## src/rtl/mod8_count_gen_pkg.sv

```systemverilog
// Shared constants for the digit counter and its prescaler.
// Also reused by the display-scan blocks.
package mod8_count_gen_pkg;

   localparam int          CLK_HZ   = 100_000_000;
   localparam int          DIGIT_W  = 4;
   localparam logic [2:0]  MOD8_MAX = 3'd7;

   typedef enum logic {
      DIR_DOWN = 1'b0,
      DIR_UP   = 1'b1
   } dir_e;

   function automatic logic [2:0] mod8_next(
      input logic [2:0] v,
      input dir_e       dir
   );
      return (dir == DIR_UP) ? v + 3'd1 : v - 3'd1;
   endfunction

   function automatic logic mod8_wraps(
      input logic [2:0] v,
      input dir_e       dir
   );
      return (dir == DIR_UP) ? (v == MOD8_MAX) : (v == 3'd0);
   endfunction

endpackage

```

## src/rtl/mod8_count_gen_tick_gen.sv

```systemverilog
// Free-running prescaler: one-cycle strobe every DIV clocks.
// oTick is decoded combinationally from the period counter.
module tick_gen #(
   parameter int DIV   = 100_000_000,
   parameter int DIV_W = 27
) (
   input  logic iClk,
   input  logic iRst_n,
   output logic oTick
);

   localparam logic [DIV_W-1:0] LAST = DIV_W'(DIV - 1);

   logic [DIV_W-1:0] div_cnt_q;
   logic [DIV_W-1:0] div_cnt_d;

   always_comb begin
      div_cnt_d = div_cnt_q + DIV_W'(1);
      if (div_cnt_q == LAST) begin
         div_cnt_d = '0;
      end
   end

   always_ff @(posedge iClk) begin
      if (!iRst_n) begin
         div_cnt_q <= '0;
      end else begin
         div_cnt_q <= div_cnt_d;
      end
   end

   assign oTick = (div_cnt_q == LAST);

endmodule

```

## src/rtl/mod8_count_gen.sv

```systemverilog
// Mod-8 up/down digit counter advanced by a prescaler strobe.
// Feeds display7 directly; oCarry cascades to a second digit.
module mod8_count_gen
   import mod8_count_gen_pkg::*;
#(
   parameter int DIV   = CLK_HZ,
   parameter int DIV_W = 27
) (
   input  logic               iClk,
   input  logic               iRst_n,
   input  logic               iEn,
   input  logic               iUp,
   input  logic               iLoad,
   input  logic [2:0]         iLoadVal,
   output logic [DIGIT_W-1:0] oCount,
   output logic               oTick,
   output logic               oCarry
);

   logic [2:0] count_q;
   logic [2:0] count_d;
   logic       carry_q;
   logic       carry_d;
   logic       tick;
   dir_e       dir;

   tick_gen #(
      .DIV   (DIV),
      .DIV_W (DIV_W)
   ) u_tick (
      .iClk   (iClk),
      .iRst_n (iRst_n),
      .oTick  (tick)
   );

   assign dir = iUp ? DIR_UP : DIR_DOWN;

   // Load beats a coincident tick; that tick's update is dropped.
   always_comb begin
      count_d = count_q;
      carry_d = 1'b0;
      if (iLoad) begin
         count_d = iLoadVal;
      end else if (tick && iEn) begin
         count_d = mod8_next(count_q, dir);
         carry_d = mod8_wraps(count_q, dir);
      end
   end

   always_ff @(posedge iClk) begin
      if (!iRst_n) begin
         count_q <= 3'd0;
         carry_q <= 1'b0;
      end else begin
         count_q <= count_d;
         carry_q <= carry_d;
      end
   end

   assign oCount = {1'b0, count_q};
   assign oTick  = tick;
   assign oCarry = carry_q;

endmodule

```

## config.mk

```make
export PLATFORM = sky130hd
export DESIGN_NAME = mod8_count_gen
export DESIGN_NICKNAME = d
export VERILOG_FILES = /design/src/rtl/mod8_count_gen_pkg.sv /design/src/rtl/mod8_count_gen_tick_gen.sv /design/src/rtl/mod8_count_gen.sv
export SDC_FILE = /design/constraint.sdc
export NUM_CORES = 1
export LEC_CHECK = 0
export BUFFER_PORTS_ARGS = -buffer_cell sky130_fd_sc_hd__buf_2
export CAP_MARGIN = 20
export CORE_MARGIN = 2
export CORE_UTILIZATION = 40
export CTS_CLUSTER_SIZE = 20
export DETAILED_ROUTE_END_ITERATION = 10
export MAX_ROUTING_LAYER = met4
export PLACE_DENSITY = 0.65
export SLEW_MARGIN = 0
export SYNTH_ARGS = -nofsm -noshare
export SYNTH_HDL_FRONTEND = slang
export SYNTH_SLANG_ARGS = --single-unit
```

## constraint.sdc

```tcl
create_clock -name iClk -period 4.5 [get_ports iClk]
set_input_delay 0.45 -clock iClk [delete_from_list [all_inputs] [get_ports iClk]]
set_output_delay 0.45 -clock iClk [all_outputs]
set_load 0.005 [all_outputs]
```

==> results.json, run 1 <==
{
  "status": "finished, final reports clean",
  "start_util_pct": 42.1,
  "overflow": 0,
  "grt_max_degree": 27,
  "multi_input_area_um2": 862,
  "htree_levels": 2,
  "hold_viol": 0,
  "cts_resized": 0,
  "pre_cts_ws_ps": 2090,
  "cp_cell_sequence": "ha_1, nand4_1, or4_1, nor4_1, buf_2",
  "final_nets": 200,
  "slowest_stage": "or4_1",
  "gr-usage-all-layers_pct": 17.7,
  "drt_iter0_drc": 89,
  "fin_worst_skew_ps": 7.85,
  "p_int_mw": 0.410,
  "synth_area_leaders": "dfxtp_1 40%, xor2_1 5.6%, nand4_1 5.2%",
  "syn_area_um2": 1560,
  "swShare_pct": 22.7,
  "leakage_nw": 0.591,
  "cts_tree": "built",
  "vias_per_cell": 5.76,
  "dpl.hpwl_um": 2240,
  "powerDensity_nw_per_um2": 308,
  "synth_top_area_cell": "dfxtp_1",
  "drv_slew": 0,
  "worstMarginPinSlew_ps": 586,
  "die_area_um2": 4430,
  "cpLargestDelayFamily": "simple AND/OR/NAND/NOR gates",
  "diodes": 0,
  "cts.sinks": 31,
  "fin_tns_setup_ps": 0,
  "yosysTopAreaCellShare_pct": 39.7,
  "cp.buffers_inverters": 1,
  "postCtsSetupRepairBufs": 0,
  "drt-total-wl_um": 3200,
  "place.gp.congestion": 0.878,
  "p_seq_share_pct": 53.5,
  "area.growth.synth_to_final_pct": 10.0,
  "ys_ff_latch": 31,
  "setup_viol": 0,
  "antenna_found_initial": 0,
  "die-width_um": 66.5,
  "fin_crit_sh_pct": 60.6,
  "max_freq_mhz": 367,
  "dr.pass1.iters": 4,
  "p_sw_mw": 0.121,
  "period_needed_ps": 2730,
  "routed.top_layer": "met4",
  "path_max_fanout": 7,
  "ys_async_sr_fraction_pct": 0,
  "start_kind": "register",
  "clock_path_buffers": 2,
  "fin_util_pct": 46.3,
  "cts-root-buf": "clkbuf_8",
  "max-slew-margin-rel_pct": 60.5,
  "via_count": 1371,
  "syn_area_per_cell_um2": 8.69,
  "ctsHoldBuffers": 0,
  "ir_drop_mv": 0.156,
  "rsz0062_at_grt": "false",
  "synth_edf_count": 0,
  "die_h_um": 66.5,
  "core_area_um2": 3720,
  "grt_pass1_vias": 1301,
  "drc_errors": 0,
  "cts_buffers": 5,
  "regArea_um2": 621,
  "dr_wl_met2_um": 1440,
  "worstSetupPathType": "reg -> out",
  "clk_latency_ps": 290,
  "synth_common_cells": "31 x dfxtp_1, 17 x nor2_1, 13 x a21oi_1, 13 x nand4_1",
  "ys_seq_area_share_pct": 39.7,
  "wl_met1_um": 1540,
  "whs_ps": 441,
  "std_cell_rows": 22,
  "port_buffers": 12,
  "slowest_delay_ps": 740,
  "drtAntennaViolNets": 0,
  "synthCells": 180,
  "clkTransAtPathRegs_ps": 60,
  "critPathRequiredTime_ps": 4050,
  "io-pin-count": 14,
  "arrival_ps": 2280,
  "yosysMostFrequentCell": "dfxtp_1",
  "maxCapViolCount": 0,
  "wl_per_cell_um": 13.5,
  "setup_ws_ps": 1770,
  "end_kind": "primary output",
  "yosys_warnings": 0,
  "clkPwrFrac_pct": 41.6,
  "hold_class": "in -> reg",
  "p_comb_share_pct": 4.9,
  "synth_nets": 190,
  "drive_above_1_share_pct": 13.7,
  "grt_pass1_wl_um": 5650,
  "synth_cell_types": 37,
  "ys.flop_type": "dfxtp_1",
  "fill_cells": 368,
  "dr_wl_met3_um": 118
}
-- worst register-to-register path: stages (launching register included) --
cell and delay (ps):
dfxtp_1 370, ha_1 240, nand4_1 250, or4_1 740, o41ai_4 240, buf_4 330
nor2_1 100
-- kinds of logic (layout without fill, tap and decap cells) --
kind of cell    count (synthesis)  after routing  share of synthesized area (%)
other cells                     1              1                          0.240
xor+xnor                       13             13                           7.28
simple gates                   83             83                           30.8
compound gates                 34             34                           14.7
buf+inv                        16             26                           5.20
flops                          31             31                           39.7
fa+ha+maj                       2              2                           2.08
-- per-layer routing --
metal / global-route usage (%) / up-vias
li1: - / 685
met1: 21.4 / 655
met5: - / -
met2: 25.6 / 22
met3: 4.56 / 9
met4: 12.0 / 0
-- power groups by stage --
stage,Sequential [mW],Clock [mW],Combinational (mW)
CTS,0.284,0.230,0.0258
global route,0.284,0.243,0.0297
floorplan,0.289,0,0.0178
global placement,0.289,0,0.0247
detailed placement,0.290,0,0.0258
finish,0.284,0.221,0.0259
-- cells in the final DEF (no fill, tap or decap), types with 2 or more instances in the layout --
cell and n:
dfxtp_1 31, nor2_1 17, nand4_1 13, a21oi_1 13
buf_2 12, nand2_1 10, o21ai_0 10, or3_1 10
xor2_1 10, nand3_1 8, and4_1 7, or4_1 7
inv_1 6, clkbuf_8 6, o31ai_1 4, nor4_1 3
xnor2_1 3, a211oi_1 2
-- stage by stage --
| stage | instances | area (µm²) | power, mW |
|---|---|---|---|
| 2_1_floorplan | 180 | 1560 | 0.307 |
| 3_3_place_gp | 231 | 1630 | 0.314 |
| 3_5_place_dp | 231 | 1630 | 0.316 |
| 4_1_cts | 238 | 1720 | 0.539 |
| 5_1_grt | 238 | 1720 | 0.557 |
| 6_report | 238 | 1720 | 0.530 |
-- state kept, by name (all words and copies together) (netlist names) --
signal            flops
count_q               3
u_tick.div_cnt_q     27
oCarry                1
-- layout make-up --
cell class	instances	share of cell area (%)
timing repair buffer	13	3.93
tap	48	3.49
clock inverter	1	0.291
inverter	6	1.31
sequential	31	36.1
multi-input combinational	133	50.1
clock buffer	6	4.80
-- worst paths after layout --
kind / start / endpoint / slack (ps) / cells past startpoint
min: iLoad / oCarry / 440 / 2
min reg2reg: u_tick.div_cnt_q[0] / u_tick.div_cnt_q[0] / 460 / 1
max reg2reg: u_tick.div_cnt_q[0] / u_tick.div_cnt_q[2] / 2120 / 6
max: u_tick.div_cnt_q[0] / oTick / 1770 / 5
Power figures use the tool's default switching activity.
==> inputs of run 2 (changes only) <==
==> constraint.sdc (replaced) <==
create_clock -name iClk -period 2.73 [get_ports iClk]
set_input_delay 0.273 -clock iClk [delete_from_list [all_inputs] [get_ports iClk]]
set_output_delay 0.273 -clock iClk [all_outputs]
set_load 0.005 [all_outputs]
==> results.json, run 2 (same netlist as run 1, synthesis figures left out) <==
{
  "status": "finished, final reports clean",
  "hold_class": "in -> reg",
  "postCtsSetupRepairBufs": 0,
  "layout_commonest_cell": "dfxtp_1",
  "area.growth.synth_to_final_pct": 10.2,
  "critPathRequiredTime_ps": 2460,
  "hold_viol": 0,
  "place.gp.congestion": 0.886,
  "cts_buffers": 5,
  "mostFrequentLayoutCells": "31 x dfxtp_1, 17 x nor2_1, 13 x nand4_1, 13 x a21oi_1, 12 x buf_2",
  "dr.pass1.iters": 4,
  "std_cell_rows": 22,
  "cp_cell_sequence": "ha_1, nand4_1, or4_4, nor4_1, buf_2",
  "grt_pass1_wl_um": 5650,
  "slowest_delay_ps": 670,
  "drt-total-wl_um": 3320,
  "path_max_fanout": 7,
  "dr_wl_met2_um": 1620,
  "htree_levels": 2,
  "grt_pass1_vias": 1308,
  "ctsHoldBuffers": 0,
  "gr-usage-all-layers_pct": 17.4,
  "drc_errors": 0,
  "setup_ws_ps": 253,
  "die_area_um2": 4430,
  "cpLargestDelayFamily": "simple AND/OR/NAND/NOR gates",
  "drive_above_1_share_pct": 14.1,
  "cp.depth": 5,
  "max-slew-margin-rel_pct": 60.3,
  "slowest_stage": "or4_4",
  "port_buffers": 12,
  "pre_cts_ws_ps": 365,
  "clk_latency_ps": 290,
  "cts.sinks": 31,
  "die_h_um": 66.5,
  "whs_ps": 256,
  "clkTransAtPathRegs_ps": 60,
  "wl_met1_um": 1510,
  "rsz0062_at_grt": "false",
  "fin_worst_skew_ps": 8.20,
  "cts-root-buf": "clkbuf_8",
  "dr_wl_met3_um": 120,
  "overflow": 0,
  "drv_slew": 0,
  "start_util_pct": 42.1,
  "ir_drop_mv": 0.266,
  "diodes": 0,
  "routed.top_layer": "met4",
  "dpl.hpwl_um": 2400,
  "period_needed_ps": 2480,
  "start_kind": "register",
  "r2r_cells": 5,
  "leakage_nw": 0.593,
  "clock_path_buffers": 2,
  "worstSetupPathType": "reg -> out",
  "fin_crit_sh_pct": 90.7,
  "drt_iter0_drc": 87,
  "cts_resized": 0,
  "end_kind": "primary output",
  "antenna_found_initial": 0,
  "arrival_ps": 2200,
  "hold_depth": 2,
  "largest-register": "u_tick.div_cnt_q",
  "via_count": 1361,
  "final_nets": 202,
  "worstMarginPinSlew_ps": 590,
  "fin_tns_setup_ps": 0,
  "max_freq_mhz": 404,
  "die-width_um": 66.5,
  "largest_register_ff_count": 27,
  "io-pin-count": 14,
  "cp.buffers_inverters": 1,
  "fin_util_pct": 46.4,
  "maxCapViolCount": 0,
  "vias_per_cell": 5.69,
  "setup_viol": 0,
  "cts_tree": "built",
  "core_area_um2": 3720,
  "wl_per_cell_um": 13.9,
  "powerDensity_nw_per_um2": 486,
  "grt_max_degree": 15,
  "drtAntennaViolNets": 0
}
==> run 2: cell count changes in the layout (fill, tap and decap cells not counted), sizes merged <==
cell	previous run	this run
buf	13	15
clkinv	1	0
==> run 2: metal layers <==
| layer | vias up | track usage (%) |
|---|---|---|
| met1 | 652 | 19.0 |
| met4 | 0 | 6.63 |
| li1 | 683 | - |
| met2 | 16 | 29.4 |
| met5 | - | - |
| met3 | 10 | 5.57 |
==> run 2: worst register-to-register path: cells and delay by family, from the launching register on <==
family,cells,cell delay [ps]
AO/OA/AOI/OAI,1,260
adder cells (fa/ha/maj),1,240
flip-flops,1,370
AND/OR/NAND/NOR,3,1300
==> run 2: per-stage QoR <==
| step | instance area [µm²] | power [mW] | instances |
|---|---|---|---|
| after floorplan | 1560 | 0.505 | 180 |
| after detailed placement | 1650 | 0.521 | 233 |
| after global routing | 1720 | 0.872 | 239 |
| final | 1720 | 0.838 | 239 |
| after global placement | 1650 | 0.519 | 233 |
| after CTS | 1720 | 0.850 | 239 |
==> run 2: worst paths after layout <==
| check | from | to | slack [ps] |
|---|---|---|---|
| setup reg to reg | u_tick.div_cnt_q[0] | count_q[2] | 450 |
| hold reg to reg | u_tick.div_cnt_q[0] | u_tick.div_cnt_q[0] | 470 |
| setup / recovery | u_tick.div_cnt_q[0] | oTick | 250 |
| hold / removal | iLoad | oCarry | 260 |
==> run 2: layout make-up <==
type	count	area, µm²
fillers	372	1990
multi-input cells	133	866
flip-flops and latches	31	621
repair buffers	15	82.6
clock buffers	6	72.6
well taps	48	60.1
inverters	6	22.5
==> run 2: power breakdown <==
group	total, mW	switching [mW]	internal, mW
clock network	0.327	0.158	0.169
logic	0.0433	0.0237	0.0196
registers	0.468	0.00803	0.460
==> inputs of run 3 (changes only) <==
--- a/config.mk
+++ b/config.mk
@@ -9,6 +9,7 @@
 export CAP_MARGIN = 20
 export CORE_MARGIN = 2
 export CORE_UTILIZATION = 40
+export CTS_BUF_LIST = sky130_fd_sc_hd__clkbuf_8 sky130_fd_sc_hd__clkbuf_16
 export CTS_CLUSTER_SIZE = 20
 export DETAILED_ROUTE_END_ITERATION = 10
 export MAX_ROUTING_LAYER = met4
==> results.json, run 3 (same netlist as run 1, synthesis figures left out) <==
{
  "period_needed_ps": 2480,
  "start_kind": "register",
  "clock_path_buffers": 2,
  "instances_no_fill": 239,
  "wl_met1_um": 1510,
  "total_power_mw": 0.835,
  "dpl.cell_count": 233,
  "cts_buffers": 5,
  "hold_class": "in -> reg",
  "path_max_fanout": 7,
  "worstMarginPinSlew_ps": 590,
  "clk_latency_ps": 290,
  "critPathRequiredTime_ps": 2460,
  "area.growth.synth_to_final_pct": 10.2,
  "cts-root-buf": "clkbuf_8",
  "whs_ps": 256,
  "fin_worst_skew_ps": 7.95,
  "arrival_ps": 2200,
  "leakage_nw": 0.597,
  "vias_per_cell": 5.69,
  "r2r_cells": 5,
  "routed.top_layer": "met4",
  "fill_cells": 372,
  "gr-usage-all-layers_pct": 17.4,
  "place.gp.congestion": 0.886,
  "drv_slew": 0,
  "powerDensity_nw_per_um2": 484,
  "diodes": 0,
  "largest-register": "u_tick.div_cnt_q",
  "layout_commonest_cell": "dfxtp_1",
  "start_util_pct": 42.1,
  "fin_crit_sh_pct": 90.7,
  "hold_viol": 0,
  "drive_above_1_share_pct": 14.1,
  "ir_drop_mv": 0.266,
  "max_freq_mhz": 404,
  "end_kind": "primary output",
  "hold_depth": 2,
  "via_count": 1361,
  "grt_max_degree": 15,
  "std_cell_rows": 22,
  "dr_wl_met3_um": 120,
  "max-slew-margin-rel_pct": 60.3,
  "io-pin-count": 14,
  "port_buffers": 12,
  "cts.sinks": 31,
  "die_area_um2": 4430,
  "setup_viol": 0,
  "final_nets": 202,
  "grt_pass1_wl_um": 5650,
  "grt_pass1_vias": 1308,
  "die_h_um": 66.5,
  "cts_resized": 0,
  "worstSetupPathType": "reg -> out",
  "dr.pass1.iters": 4,
  "cts_tree": "built",
  "mostFrequentLayoutCells": "31 x dfxtp_1, 17 x nor2_1, 13 x nand4_1, 13 x a21oi_1, 12 x buf_2",
  "rsz0062_at_grt": "false",
  "status": "finished, final reports clean",
  "postCtsSetupRepairBufs": 0,
  "dr_wl_met2_um": 1620,
  "drc_errors": 0,
  "drtAntennaViolNets": 0,
  "drt-total-wl_um": 3320,
  "ctsHoldBuffers": 0,
  "maxCapViolCount": 0,
  "htree_levels": 2,
  "overflow": 0,
  "die-width_um": 66.5,
  "wl_per_cell_um": 13.9,
  "drt_iter0_drc": 87,
  "core_area_um2": 3720,
  "fin_tns_setup_ps": 0,
  "antenna_found_initial": 0,
  "clkTransAtPathRegs_ps": 60,
  "largest_register_ff_count": 27,
  "dpl.hpwl_um": 2400
}
==> run 3: changes by cell type in the layout (fill, tap and decap cells not counted), sizes merged <==
cell    previous run  this run
clkbuf             6         5
inv                6         7
==> run 3: routing by layer <==
layer | GRT usage [%] | vias to the layer above
met4 | 6.63 | 0
li1 | - | 683
met1 | 19.0 | 652
met5 | - | -
met2 | 29.4 | 16
met3 | 5.57 | 10
==> run 3: final cells by class <==
| class | instances | area, µm² | area share (%) |
|---|---|---|---|
| Clock buffer | 5 | 68.8 | 3.99 |
| Clock inverter | 1 | 3.75 | 0.218 |
| Inverter | 6 | 22.5 | 1.31 |
| Multi-Input combinational cell | 133 | 866 | 50.2 |
| Sequential cell | 31 | 621 | 36.0 |
| Tap cell | 48 | 60.1 | 3.48 |
| Timing Repair Buffer | 15 | 82.6 | 4.79 |
==> run 3: critical path, cell delays in order, from the launching register on <==
cell,delay [ps]
dfxtp_1,370
ha_1,240
nand4_1,270
or4_4,670
nor4_1,210
buf_2,160
==> run 3: power by group <==
| part | total, mW | switching, mW | internal [mW] |
|---|---|---|---|
| clock network | 0.324 | 0.158 | 0.166 |
| logic | 0.0433 | 0.0237 | 0.0196 |
| registers | 0.468 | 0.00803 | 0.460 |
==> run 3: through the flow <==
stage / util [%] / setup slack [ps] / cell area (µm²)
after floorplan: - / 541 / 1560
after global placement: 44.3 / 460 / 1650
after detailed placement: 44.3 / 365 / 1650
after CTS: 46.3 / 160 / 1720
after global routing: 46.4 / 101 / 1720
final: 46.4 / 253 / 1720
==> run 3: final timing paths <==
| check | slack [ps] | start | endpoint |
|---|---|---|---|
| worst max-delay path | 250 | u_tick.div_cnt_q[0] | oTick |
| worst min-delay path | 260 | iLoad | oCarry |
| worst max register to register | 450 | u_tick.div_cnt_q[0] | count_q[2] |
| worst min register to register | 470 | u_tick.div_cnt_q[0] | u_tick.div_cnt_q[0] |
